`src/rtl/mul_i8_o8_err_mon.sv`:
```
// Response-side error monitor for the 4x4 approximate multiplier: accepts (pi, po)
// pairs, computes |po - a*b| and accumulates run statistics over N_SAMPLES pairs.
module mul_i8_o8_err_mon #(
    parameter int N_SAMPLES = 100,
    parameter int CNT_W     = 16,
    parameter int SUM_W     = 24
) (
    input  logic             clk,
    input  logic             rst,
    input  logic             start,
    input  logic             in_valid,
    output logic             in_ready,
    input  logic [7:0]       pi,
    input  logic [7:0]       po,
    output logic             busy,
    output logic             done,
    output logic [CNT_W-1:0] sample_cnt,
    output logic [CNT_W-1:0] err_cnt,
    output logic [SUM_W-1:0] sum_abs_err,
    output logic [7:0]       max_err
);

    localparam logic [1:0] IDLE  = 2'd0;
    localparam logic [1:0] RUN   = 2'd1;
    localparam logic [1:0] DRAIN = 2'd2;
    localparam logic [1:0] DONE  = 2'd3;

    logic [1:0]        state;
    logic              xfer, last, start_ok;
    logic [7:0]        exact, abs_err;
    logic signed [8:0] diff;
    logic              s1_vld, s1_neq;
    logic [7:0]        s1_abs;
    logic [SUM_W:0]    sum_next;

    assign in_ready = (state == RUN);
    assign busy     = (state == RUN) || (state == DRAIN);
    assign done     = (state == DONE);

    assign xfer     = in_valid && in_ready;
    assign last     = (sample_cnt == CNT_W'(N_SAMPLES - 1));
    assign start_ok = start && ((state == IDLE) || (state == DONE));

    // 9-bit signed difference covers -225..255; magnitude always fits in 8 bits
    assign exact   = {4'b0, pi[3:0]} * {4'b0, pi[7:4]};
    assign diff    = $signed({1'b0, po}) - $signed({1'b0, exact});
    assign abs_err = diff[8] ? 8'(-diff) : diff[7:0];

    assign sum_next = {1'b0, sum_abs_err} + (SUM_W+1)'(s1_abs);

    always_ff @(posedge clk or posedge rst) begin
        if (rst) begin
            state <= IDLE;
        end else begin
            case (state)
                IDLE:    if (start) state <= RUN;
                RUN:     if (xfer && last) state <= DRAIN;
                DRAIN:   state <= DONE;
                DONE:    if (start) state <= RUN;
                default: state <= IDLE;
            endcase
        end
    end

    always_ff @(posedge clk or posedge rst) begin
        if (rst) begin
            s1_vld <= 1'b0;
            s1_abs <= '0;
            s1_neq <= 1'b0;
        end else begin
            s1_vld <= xfer;
            if (xfer) begin
                s1_abs <= abs_err;
                s1_neq <= (po != exact);
            end
        end
    end

    // Stage 2: accumulate the registered error; start only fires when no pair is in flight
    always_ff @(posedge clk or posedge rst) begin
        if (rst) begin
            sample_cnt  <= '0;
            err_cnt     <= '0;
            sum_abs_err <= '0;
            max_err     <= '0;
        end else if (start_ok) begin
            sample_cnt  <= '0;
            err_cnt     <= '0;
            sum_abs_err <= '0;
            max_err     <= '0;
        end else begin
            if (xfer)
                sample_cnt <= sample_cnt + 1'b1;
            if (s1_vld) begin
                err_cnt     <= err_cnt + CNT_W'(s1_neq);
                sum_abs_err <= sum_next[SUM_W] ? '1 : sum_next[SUM_W-1:0];
                if (s1_abs > max_err)
                    max_err <= s1_abs;
            end
        end
    end

endmodule

```
`config.mk`:
```
export PLATFORM = sky130hd
export DESIGN_NAME = mul_i8_o8_err_mon
export DESIGN_NICKNAME = d
export VERILOG_FILES = /design/src/rtl/mul_i8_o8_err_mon.sv
export SDC_FILE = /design/constraint.sdc
export NUM_CORES = 1
export LEC_CHECK = 0
export CAP_MARGIN = 10
export CORE_MARGIN = 1
export CORE_UTILIZATION = 49
export DETAILED_ROUTE_END_ITERATION = 8
export PLACE_DENSITY = 0.82
export RECOVER_POWER = 50
export SYNTH_ARGS = -nofsm -noshare
export SYNTH_HDL_FRONTEND = slang
export SYNTH_SLANG_ARGS = --single-unit
```
`constraint.sdc`:
```
create_clock -name clk -period 2.2 [get_ports clk]
set_input_delay 0.33 -clock clk [delete_from_list [all_inputs] [get_ports clk]]
set_output_delay 0.33 -clock clk [all_outputs]
set_load 0.05 [all_outputs]
```
# After elaboration in Yosys (flattened, before gate mapping)
# Cells that the tools add are included.
# classes
n_lt_le_gt_ge,1
n_eq_ne,7
mul,1
muxes,14
n_addsub,5
reduce_logical,12
# ops
operator,n
24-bit 2-to-1 mux,3
16-bit 2-to-1 mux,4
8-bit 2-to-1 mux,4
24-bit by 8-bit adder with 25-bit output,1
16-bit by 1-bit adder with 16-bit output,1
"16-bit by 1-bit adder with 16-bit output, second input constant",1
"16-bit by 7-bit equality test with 1-bit output, second input constant",1
8-bit by 8-bit subtractor with 9-bit output,1
8-bit greater-than comparator,1
4-bit by 4-bit multiplier with 8-bit output,1
8-bit inequality test,1
8-bit negation,1
2-bit one-hot mux with 3 select lines,1
2-bit nonzero test,3
"2-bit equality test, second input constant",2
2-bit 2-to-1 mux,2
"2-bit by 1-bit inequality test with 1-bit output, second input constant",2
2-bit AND reduction,2
1-bit logical AND,3
"2-bit by 1-bit equality test with 1-bit output, second input constant",1
2-bit logical NOT,1
1-bit logical OR,2
2-bit OR reduction,1
# totals
output_inout_bits,67
elab_cells,48
inputBits,20
reg_bits,76

# Depth between registers and ports, before layout
# logic_depth
ltp_word,5
depth_mapped,17
mapped_depth_nobuf,17

# Least setup slack after synthesis
# No wires, ideal clock.
# synth_path
path_kind,input-to-reg
from,in pi[0]
to,reg s1_abs[6]
path_buffers,0
t_arrival_ns,3.765
setup_time_ns,0.084
cell_stages,17
required_ns,2.116
setup_slack_ns,-1.649
cell_sequence,nand2_1 fa_1 inv_1 fa_1 ha_1 a21o_1 a21oi_1 o21bai_1 a21oi_1 xor2_1 ha_1 nand4_1 nor2b_1 a211oi_4 o21ai_0 xor2_1 o21ai_0
# synth_via
elab_chain_cells,4
# synth_rtl
item,line_no,rtl
from (decl),13,"input logic [7:0] pi,"
4-bit by 4-bit multiplier with 8-bit output *,45,"assign exact = {4'b0, pi[3:0]} * {4'b0, pi[7:4]};"
8-bit by 8-bit subtractor with 9-bit output *,46,"assign diff = $signed({1'b0, po}) - $signed({1'b0, exact});"
8-bit negation,47,assign abs_err = diff[8] ? 8'(-diff) : diff[7:0];
8-bit 2-to-1 mux *,47,
to (signal assigned),73,s1_abs <= abs_err;
to (decl),33,logic [7:0] s1_abs;
# Mark *: on every way between the ends. The rest lies on a longest branch, timed or not.
# A chain may end at the register's enable or synchronous reset.

# Final worst setup path
# layout_path
from,in pi[0]
to,reg s1_abs[7]
# The elaborated chain is that of the path after synthesis.

==> flow_summary.json <==
{
  "cap_violations": 0,
  "cp_slowest_stage_delay_ns": 0.54,
  "vias": 4576,
  "status": "finished, violations left",
  "powerDensity_nw_per_um2": 1050,
  "cts_sinks": 76,
  "wl_per_cell_microns": 15.1,
  "timing.final.ws_setup_ns": -1.31,
  "crit_path_start_kind": "input pin",
  "cts_max_level": 3,
  "num-fill-cells": 717,
  "drt_iter0_markers": 179,
  "finalMaxSlewViolations": 0,
  "synth.distinct_cells": 57,
  "drt-pass1-iter-count": 4,
  "initial_core_util_pct": 50.7,
  "ys_seq_area_share_pct": 38.3,
  "cts_hold_buffers": 0,
  "grt_overflow": 0,
  "worstSkewPairLatency_ns": 0.36,
  "cts_tree": "built",
  "dp_hpwl_microns": 9200,
  "yosys_warnings": 0,
  "final_cells": 826,
  "crit_fanout": 5,
  "worstHoldPathType": "flop to flop",
  "dp_cells": 803,
  "ys_seq_elements": 76,
  "synth_edf_count": 0,
  "drive_gt1_share_pct": 19.6,
  "end_kind": "flop",
  "synth_cells": 538,
  "finalHoldViolCount": 0,
  "place_congestion": 0.861,
  "power_leakage_nw": 3.10,
  "worstPathRequired_ns": 2.44,
  "dieArea_sq_um": 10500,
  "core_area_sq_um": 9770,
  "syn_to_final_growth_pct": 38.2,
  "worstMarginPinSlew_ns": 0.989,
  "min_period_ns": 3.51,
  "grt_pass1_vias": 4585,
  "fin_crit_sh_pct": 160,
  "fp.dieW_microns": 103,
  "rsz0062_at_grt": "yes",
  "worstSetupPathType": "input pin to flop",
  "ir_drop_v": 0.000563,
  "drcViolationCount": 0,
  "pin_count": 87,
  "cts_buffers": 9,
  "grt_antenna_before_repair": 0,
  "syn_area_sq_um": 4960,
  "grt.total_usage_pct": 25.0,
  "avgSynthCellArea_sq_um": 9.22,
  "path_clk_slew_ns": 0.07,
  "violations": "negative setup slack",
  "critPathSlowestCell": "fa_1",
  "vias_per_cell": 5.54,
  "grt_max_degree": 53,
  "rows": 36,
  "die_h_microns": 103,
  "synth-main-ff-cell": "dfrtp_1",
  "diodes": 0,
  "ant_nets": 0,
  "wl_microns": 12400,
  "synth_nets": 607,
  "clk_path_buf_depth": 2,
  "regArea_sq_um": 1910,
  "relSlewSlack_pct": 33.7,
  "crit_arrival_ns": 3.75,
  "final_util_pct": 70.1,
  "clockRootBuffer": "clkbuf_8",
  "synth_async_sr_flop_share_pct": 100,
  "io_buffer_count": 86,
  "fmax_mhz": 285,
  "grt_pass1_wl_microns": 20600,
  "nNetsFinal": 757,
  "path_cells": "buf_8 -> nand2_8 -> fa_1 -> inv_1 -> fa_1 -> fa_2 -> a21oi_2 -> nor2_1 -> nor2_1 -> xor2_1 -> ha_1 -> inv_2 -> nor3_1 -> a31oi_1 -> o2111ai_4 -> o31ai_4 -> xnor2_1 -> o21ai_1",
  "setup_viol": 8,
  "fin_skew_ns": 0.00808,
  "multi_input_area_sq_um": 3070
}
-- power breakdown --
group          internal (mW)  switching [mW]  total [mW]
logic                   1.67            2.36        4.03
registers               1.66           0.264        1.92
clock network          0.733           0.517        1.25
total                   4.06            3.14        7.19
-- per-stage QoR --
| stage | power [mW] | TNS [ns] | hold slack (ns) | cell area (sq um) | setup slack [ns] |
|---|---|---|---|---|---|
| 2_1_floorplan | 4.45 | -10.21 | 0.443 | 5020 | -1.34 |
| 3_3_place_gp | 5.61 | -15.99 | 0.487 | 6470 | -2.06 |
| 3_5_place_dp | 5.75 | -17.22 | 0.502 | 6470 | -2.23 |
| 4_1_cts | 7.13 | -10.13 | 0.385 | 6830 | -1.32 |
| 5_1_grt | 7.66 | -10.95 | 0.546 | 6850 | -1.46 |
| 6_report | 7.19 | -9.44 | 0.527 | 6850 | -1.31 |
-- area by class of cell --
cell class / instances / area share [%]
clock buffer: 13 / 2.46
clock inverter: 3 / 0.986
inverter: 34 / 1.88
multi-input combinational: 416 / 44.8
sequential: 76 / 27.8
tap: 133 / 2.43
timing repair buffer: 151 / 19.6
-- flip-flops by register name (all words and copies together), names as in the netlist --
name         count
s1_vld           1
max_err          8
err_cnt         16
s1_abs           8
sample_cnt      16
s1_neq           1
state            2
sum_abs_err     24
-- synthesized netlist by cell type, drive strengths merged (11+ instances only) --
| library cell | number | area share, % |
|---|---|---|
| dfrtp | 76 | 38 |
| nor2 | 52 | 3.9 |
| ha | 43 | 11 |
| nand2 | 42 | 3.3 |
| o21ai | 39 | 4.0 |
| inv | 33 | 2.5 |
| a21oi | 32 | 3.2 |
| xor2 | 25 | 4.4 |
| and2 | 19 | 2.4 |
| nand3 | 17 | 1.7 |
| xnor2 | 17 | 3.0 |
| a31oi | 14 | 1.8 |
| mux2i | 11 | 2.2 |
-- path summary, 6_finish.rpt --
path / startpoint / to / slack (ns) / cells after the start
min in group asynchronous: rst / err_cnt[5] / 0.59 / 2
min: sum_abs_err[11] / sum_abs_err[11] / 0.53 / 1
min reg2reg: sum_abs_err[11] / sum_abs_err[11] / 0.53 / 1
max reg2reg: sum_abs_err[5] / sum_abs_err[14] / 0.06 / 8
max in group asynchronous: rst / sum_abs_err[1] / 0.40 / 3
max: pi[0] / s1_abs[7] / -1.31 / 18
-- layer usage --
| layer | GRT usage [%] | wire length (microns) | up-vias |
|---|---|---|---|
| met5 | 0 | 0 | - |
| met4 | 11.9 | 266 | 0 |
| met3 | 3.66 | 478 | 22 |
| met2 | 45.1 | 6540 | 123 |
| met1 | 29.2 | 5160 | 2224 |
| li1 | - | - | 2207 |
-- worst max-delay path: cells and delay by family --
| kind | cells | cell delay [ns] |
|---|---|---|
| adder cells (fa/ha/maj) | 4 | 1.68 |
| AND/OR/NAND/NOR | 4 | 0.27 |
| XOR/XNOR | 2 | 0.31 |
| AO/OA/AOI/OAI | 5 | 0.92 |
| buffers and inverters | 3 | 0.24 |
-- cell families after synthesis --
| group | Yosys count | share of synthesized area, % |
|---|---|---|
| AO/OA/AOI/OAI | 120 | 15.4 |
| XOR/XNOR | 42 | 7.42 |
| adder cells (fa/ha/maj) | 49 | 13.3 |
| multiplexers | 11 | 2.22 |
| flip-flops | 76 | 38.3 |
| buffers and inverters | 46 | 3.53 |
| AND/OR/NAND/NOR | 194 | 19.9 |
-- placed cells by master, fill, tap and decap left out, types with 10 or more instances in the layout --
cell             instances
clkdlybuf4s50_1         70
nand4_1                 10
mux2i_1                 11
nor3_1                  10
o21ai_0                 26
buf_4                   59
nor2_1                  52
inv_1                   30
nand3_1                 17
clkbuf_8                12
a21oi_1                 27
dfrtp_1                 72
a31oi_1                 14
and2_1                  16
xor2_1                  24
nand2_1                 34
xnor2_1                 16
ha_1                    39
-- what timing repair did --
action	4_1_cts	5_1_grt
setup buffers	7	4
resized for setup	50	22
pin swaps	22	27
setup endpoints to repair	9	25
(Power assumes the default switching activity.)
==> RTL change 1, RTL diff (config.mk and constraints unchanged) <==
`SUM_W`: 24 -> 12.
--- a/src/rtl/mul_i8_o8_err_mon.sv
+++ b/src/rtl/mul_i8_o8_err_mon.sv
@@ -3,7 +3,7 @@
 module mul_i8_o8_err_mon #(
     parameter int N_SAMPLES = 100,
     parameter int CNT_W     = 16,
-    parameter int SUM_W     = 24
+    parameter int SUM_W     = 12
 ) (
     input  logic             clk,
     input  logic             rst,
Interface: changed (resized sum_abs_err); port bits go from 87 to 75. No check against the original RTL was run, so the function may have changed too.
==> RTL change 1 against the original RTL <==
The flow finishes with violations (capacitance limit, slew limit, setup timing); area after synthesis down 14%; largest power group unchanged; wire length down 13%; worst setup slack worse by 0.12 ns; die area down 14%; non-clock buffer count down 20; sequential power down 7%; total power down 5.8%; highest routed layer unchanged; clock skew up 0.0019 ns; global-route usage down 0.27 points; sequential cell count down 12; critical path depth up 1; maximum frequency down 3.4%; hold slack about the same; cell area down 13%.
==> RTL change 1: results (changes against the original RTL) <==
The routed wire length on met3 is 516 um (+7.9%). The total of endpoints with negative setup slack in the final report came out at 12 (+4). The worst-case vdd ir drop came out at 523 uV (-7.2%). The met1 usage is 27.9% (-1.3 points).

The maximum clock skew at final layout was 0.00998 ns (+0.00190 ns). The maximum fanout along the worst path came to 7 (+2). The fraction of synthesized area in multiplexers is 0.971% (-1.2 points). The internal power contribution came out at 3.65 mW (-10%). The half-perimeter wire length of the detailed placement result came out at 7.68 mm (-17%). The fraction of met2 tracks used by global routing came out at 44.1% (-1.0 points). The synthesized-area fraction occupied by xor and xnor cells is 8.65% (+1.2 points). The layout cell share with drive strength beyond 1 came out at 22.8% (+3.2 points).

The first-pass detailed-route iteration total is 5 (+1). The met3 track demand over resource is 5.02% (+1.4 points). The post-synthesis sequential area ratio came out at 37.7% (-0.69 points).

The checks that failed: capacitance limit, slew limit, setup timing. The final RePlAce weighted congestion is 0.867 (+0.71%). The number of cells traversed by the worst register-to-register path came out at 9 (+1).

The worst endpoint data arrival time is 3.86 ns (+0.11 ns). In this run the critical register-to-register path is launched from state[1]$_DFFE_PP0P_. The final worst-path setup slack came to -1.44 ns (-0.124 ns). The total power after layout came to 6.78 mW (-5.8%). The via count normalized by instance count came out at 5.62 (+1.5%). The setup slack of the worst register-to-register path came to -0.07 ns (-0.13 ns). The slew of the pin with the lowest slew margin is 1.55 ns (+0.565 ns). The overall track demand over capacity in global routing is 24.8% (-0.27 points). The post-detailed-placement cell area is 5560 um2 (-14%). The number of violations of the max-capacitance limit is 1 (+1). The power drawn by the sequential cells came out at 1.78 mW (-7%). The flow ran to the end, but the final reports show violations. The final wirelength was 10.8 mm (-13%). By area the synthesized netlist is led by sky130_fd_sc_hd__dfrtp_1 (38%), sky130_fd_sc_hd__ha_1 (13%), sky130_fd_sc_hd__xor2_1 (5.8%), sky130_fd_sc_hd__a21oi_1 (4.0%), sky130_fd_sc_hd__o21ai_0 (3.8%). Counting instances in the post-synthesis netlist gives the leading cell types as sky130_fd_sc_hd__dfrtp_1 (64), sky130_fd_sc_hd__ha_1 (43), sky130_fd_sc_hd__nor2_1 (40). The power consumed by the clock network came out at 1.01 mW (-19%). The worst register-to-register path ends at sample_cnt[13]$_DFFE_PP0P_. The max-slew violation count came out at 65 (+65). The instance count along the most critical hold path came out at 2 (+1). The number of DRC violations after detailed-routing iteration 0 came out at 157 (-12%). The standby leakage power is 2.70 nW (-13%).

The via count of the first global-routing pass was 3867 (-16%). Compared with the post-synthesis result, the final layout area differs by 40.1%.
-- RTL change 1: changes by cell type after synthesis, moves of 7 or more --
cell	before	now
sky130_fd_sc_hd__nand2_1	40	33
sky130_fd_sc_hd__mux2i_1	11	3
sky130_fd_sc_hd__a22o_1	0	8
sky130_fd_sc_hd__dfrtp_1	76	64
sky130_fd_sc_hd__a31oi_1	14	2
sky130_fd_sc_hd__nor2_1	52	40
-- RTL change 1: metrics by stage --
step | hold slack, ns | worst slack [ns] | std cells | TNS [ns]
floorplan | 0.443 | -1.56 | 457 | -10.51
global placement | 0.485 | -2.10 | 680 | -16.09
detailed placement | 0.514 | -2.20 | 680 | -17.25
CTS | 0.376 | -1.40 | 701 | -10.75
global route | 0.553 | -1.64 | 702 | -15.89
finish | 0.527 | -1.44 | 702 | -11.05
-- RTL change 1: timing repair --
item,CTS,global route
setup endpoints to repair,11,28
pin swaps,20,21
gates resized for setup,51,33
buffers inserted,6,5
-- RTL change 1: final cells by class --
class	instances	share of cell area (%)
repair buffers	131	19.7
clock buffers	9	2.08
well taps	105	2.21
clock inverters	7	1.20
flip-flops and latches	64	27.0
multi-input cells	351	45.6
inverters	35	2.29
-- RTL change 1: worst min-delay path by stage --
stage,startpoint,endpoint,slack [ns]
3_5_place_dp,s1_neq$_DFFE_PP0P_,s1_neq$_DFFE_PP0P_,0.51
2_1_floorplan,s1_neq$_DFFE_PP0P_,s1_neq$_DFFE_PP0P_,0.44
4_1_cts,rst,sample_cnt[3]$_DFFE_PP0P_,0.38
6_report,s1_neq$_DFFE_PP0P_,s1_neq$_DFFE_PP0P_,0.53
5_1_grt,s1_neq$_DFFE_PP0P_,s1_neq$_DFFE_PP0P_,0.55
3_3_place_gp,s1_neq$_DFFE_PP0P_,s1_neq$_DFFE_PP0P_,0.49
-- RTL change 1: worst max-delay path, stage by stage --
cell                       delay (ns)
sky130_fd_sc_hd__buf_8           0.09
sky130_fd_sc_hd__nand2_8         0.05
sky130_fd_sc_hd__fa_1            0.54
sky130_fd_sc_hd__inv_2           0.04
sky130_fd_sc_hd__fa_1            0.58
sky130_fd_sc_hd__ha_1            0.24
sky130_fd_sc_hd__a21o_1          0.18
sky130_fd_sc_hd__a21oi_2         0.14
sky130_fd_sc_hd__buf_4           0.14
sky130_fd_sc_hd__xnor2_2         0.05
sky130_fd_sc_hd__ha_1            0.26
sky130_fd_sc_hd__buf_4           0.16
sky130_fd_sc_hd__a21oi_1         0.14
sky130_fd_sc_hd__o21bai_1        0.10
sky130_fd_sc_hd__a211oi_2        0.31
sky130_fd_sc_hd__buf_4           0.22
sky130_fd_sc_hd__nand2b_1        0.08
sky130_fd_sc_hd__xnor2_1         0.14
sky130_fd_sc_hd__o21ai_1         0.08
==> RTL change 2, RTL diff (config.mk and constraints unchanged) <==
Without the edit above. Compare `sample_cnt` against `CNT_W'(N_SAMPLES - 1)` with >= in place of ==.
--- a/src/rtl/mul_i8_o8_err_mon.sv
+++ b/src/rtl/mul_i8_o8_err_mon.sv
@@ -38,7 +38,7 @@
     assign done     = (state == DONE);
 
     assign xfer     = in_valid && in_ready;
-    assign last     = (sample_cnt == CNT_W'(N_SAMPLES - 1));
+    assign last     = (sample_cnt >= CNT_W'(N_SAMPLES - 1));
     assign start_ok = start && ((state == IDLE) || (state == DONE));
 
     // 9-bit signed difference covers -225..255; magnitude always fits in 8 bits
Formal check against the unedited RTL: same outputs for any inputs over 4 cycles, from zero or initial values and one cycle with rst high; that may be too few to reach the edited logic, so the function may still have changed.
==> RTL change 2 against the original RTL <==
The flow still finishes with violations (setup timing); area after synthesis increased by 1.3%; total power up 8.4%; wire length increased by 2.5%; sequential cell count is the same; hold slack worse by 0.0074 ns; register-to-register slack got worse by 0.22 ns; synthesized cell count grew 1.9%; first-iteration DRC count fell by 1.7%; worst setup slack got worse by 0.029 ns; cell area rose by 2.0%; critical endpoint unchanged.
==> RTL change 2: results (changes against the original RTL) <==
The flow ran to the end, but the final reports show violations. The checks that failed: setup timing. The async set-or-reset flop fraction in the synthesized netlist is 100% (unchanged).

Yosys attributes the largest share of cell area to sky130_fd_sc_hd__dfrtp_1 (38%), sky130_fd_sc_hd__ha_1 (11%), sky130_fd_sc_hd__xor2_1 (5.1%), sky130_fd_sc_hd__nor2_1 (4.6%), sky130_fd_sc_hd__nand2_1 (3.2%). The half-perimeter wire length of the detailed placement result came out at 9.09 mm (-1.2%). Sorting the synthesized cells by how often they occur yields sky130_fd_sc_hd__dfrtp_1 (76), sky130_fd_sc_hd__nor2_1 (62), sky130_fd_sc_hd__ha_1 (43), sky130_fd_sc_hd__nand2_1 (43).

The slew of the pin with the lowest slew margin came out at 1.03 ns (+0.0448 ns). The number of DRC violations after detailed-routing iteration 0 came out at 176 (-1.7%). The clock transition time at the flip-flop clock pins of the worst setup and hold paths came out at about 0.080 ns. The post-synthesis sequential area ratio came out at 37.8% (-0.50 points). The final worst-path setup slack is -1.34 ns (-0.0288 ns). The overall track demand over capacity in global routing is 24.8% (-0.26 points). The final RePlAce weighted congestion came out at 0.849 (-1.4%). The total of endpoints with negative setup slack in the final report came out at 16 (+8).

The setup slack of the worst register-to-register path is -0.16 ns (-0.22 ns). The total number of yosys warnings was 0 (unchanged). The maximum clock skew at final layout came to 0.0116 ns (+0.00349 ns).

The worst endpoint data arrival time came out at 3.78 ns (+0.03 ns). The post-synthesis area per instance is 9.17 um2 (-0.54%). The clock tree root driver cell is sky130_fd_sc_hd__clkbuf_8.

The layout cell share with drive strength beyond 1 came out at 22.2% (+2.6 points). The final wirelength is 12.8 mm (+2.5%). The number of buffers on the longest clock path came out at 2 (unchanged).

The number of nets at the end of the flow was 763 (+0.79%). The port buffer count came out at 86 (unchanged). The via count came to 4604 (+0.61%). The antenna cell count came to 0 (unchanged). The synthesized netlist net count is 617 (+1.6%). The final routed wire length divided by cell count came out at 15.4 um (+1.9%). The delay of the slowest cell on the worst path is 0.42 ns (-0.12 ns). The worst-case vdd ir drop came to 594 uV (+5.5%).

The largest registers in the layout are sum_abs_err x24, err_cnt x16, sample_cnt x16. The standby leakage power is 3.11 nW (about the same). The wire length of the first global-routing pass came out at 20.6 mm (+0.10%). The maximum fanout along the worst path came out at 4 (-1). The sum of negative setup slack came to -10.13 ns (-0.689 ns). The largest net degree at the start of global routing came out at 77 (+45%).

The first-pass detailed-route iteration total came out at 5 (+1). The cell with the largest stage delay on the worst path is sky130_fd_sc_hd__fa_2. The number of instances in the placed design came out at 805 (+0.25%).

The number of library cell types mapped by synthesis is 55 (-3.5%).
[RTL change 2: final timing paths]
path	depth (start not counted)	from	to
worst max-delay path	16	pi[5]	s1_abs[7]$_DFFE_PP0P_
worst min-delay path	2	s1_neq$_DFFE_PP0P_	s1_neq$_DFFE_PP0P_
worst max register to register	11	s1_abs[0]$_DFFE_PP0P_	sum_abs_err[22]$_DFFE_PP0P_
worst min register to register	2	s1_neq$_DFFE_PP0P_	s1_neq$_DFFE_PP0P_
max in group asynchronous	3	rst	sum_abs_err[4]$_DFFE_PP0P_
min in group asynchronous	3	rst	err_cnt[7]$_DFFE_PP0P_
[RTL change 2: what timing repair did]
item                                    in CTS  in global routing
pin swaps                                   22                 38
buffers inserted                             8                  5
cloned                                       1                  0
gates resized for setup                     51                 40
endpoints found under the setup margin      18                 31
[RTL change 2: metal layers]
layer	wire length, um	track usage, %
met1	5250	28.3
met4	250	9.97
met3	483	4.17
met2	6770	46.0
met5	0	0
[RTL change 2: through the flow]
stage               hold slack, ns  setup WS [ns]  instance area, um2
floorplan                    0.450          -1.44                5130
global placement             0.501          -2.05                6490
detailed placement           0.507          -2.20                6490
CTS                          0.434          -1.37                6790
global route                 0.562          -1.44                6990
finish                       0.520          -1.34                6990
[RTL change 2: cells by family after synthesis]
logic type,Yosys count,synth area share (%)
XOR/XNOR,45,7.84
buffers and inverters,49,3.91
AO/OA/AOI/OAI,103,13.6
flip-flops,76,37.8
multiplexers,13,2.59
AND/OR/NAND/NOR,213,21.1
adder cells (fa/ha/maj),49,13.1
[RTL change 2: report_power, final]
part / switching [mW] / internal (mW) / total, mW / leakage, nW
Combinational: 2.78 / 1.98 / 4.75 / 2.00
Sequential: 0.380 / 1.72 / 2.10 / 1.02
Clock: 0.511 / 0.432 / 0.943 / 0.0852
[RTL change 2: final cells by class]
type | instances | area, um2
clock inverters | 4 | 26.3
inverters | 32 | 124
well taps | 133 | 166
fillers | 693 | 2870
repair buffers | 152 | 1370
clock buffers | 11 | 141
flip-flops and latches | 76 | 1910
multi-input cells | 423 | 3250
[RTL change 2: worst max-delay path, delay by kind of cell]
family / cells / cell delay, ns
AND/OR/NAND/NOR: 1 / 0.15
AO/OA/AOI/OAI: 3 / 0.60
XOR/XNOR: 3 / 0.60
adder cells (fa/ha/maj): 5 / 1.52
buffers and inverters: 4 / 0.57
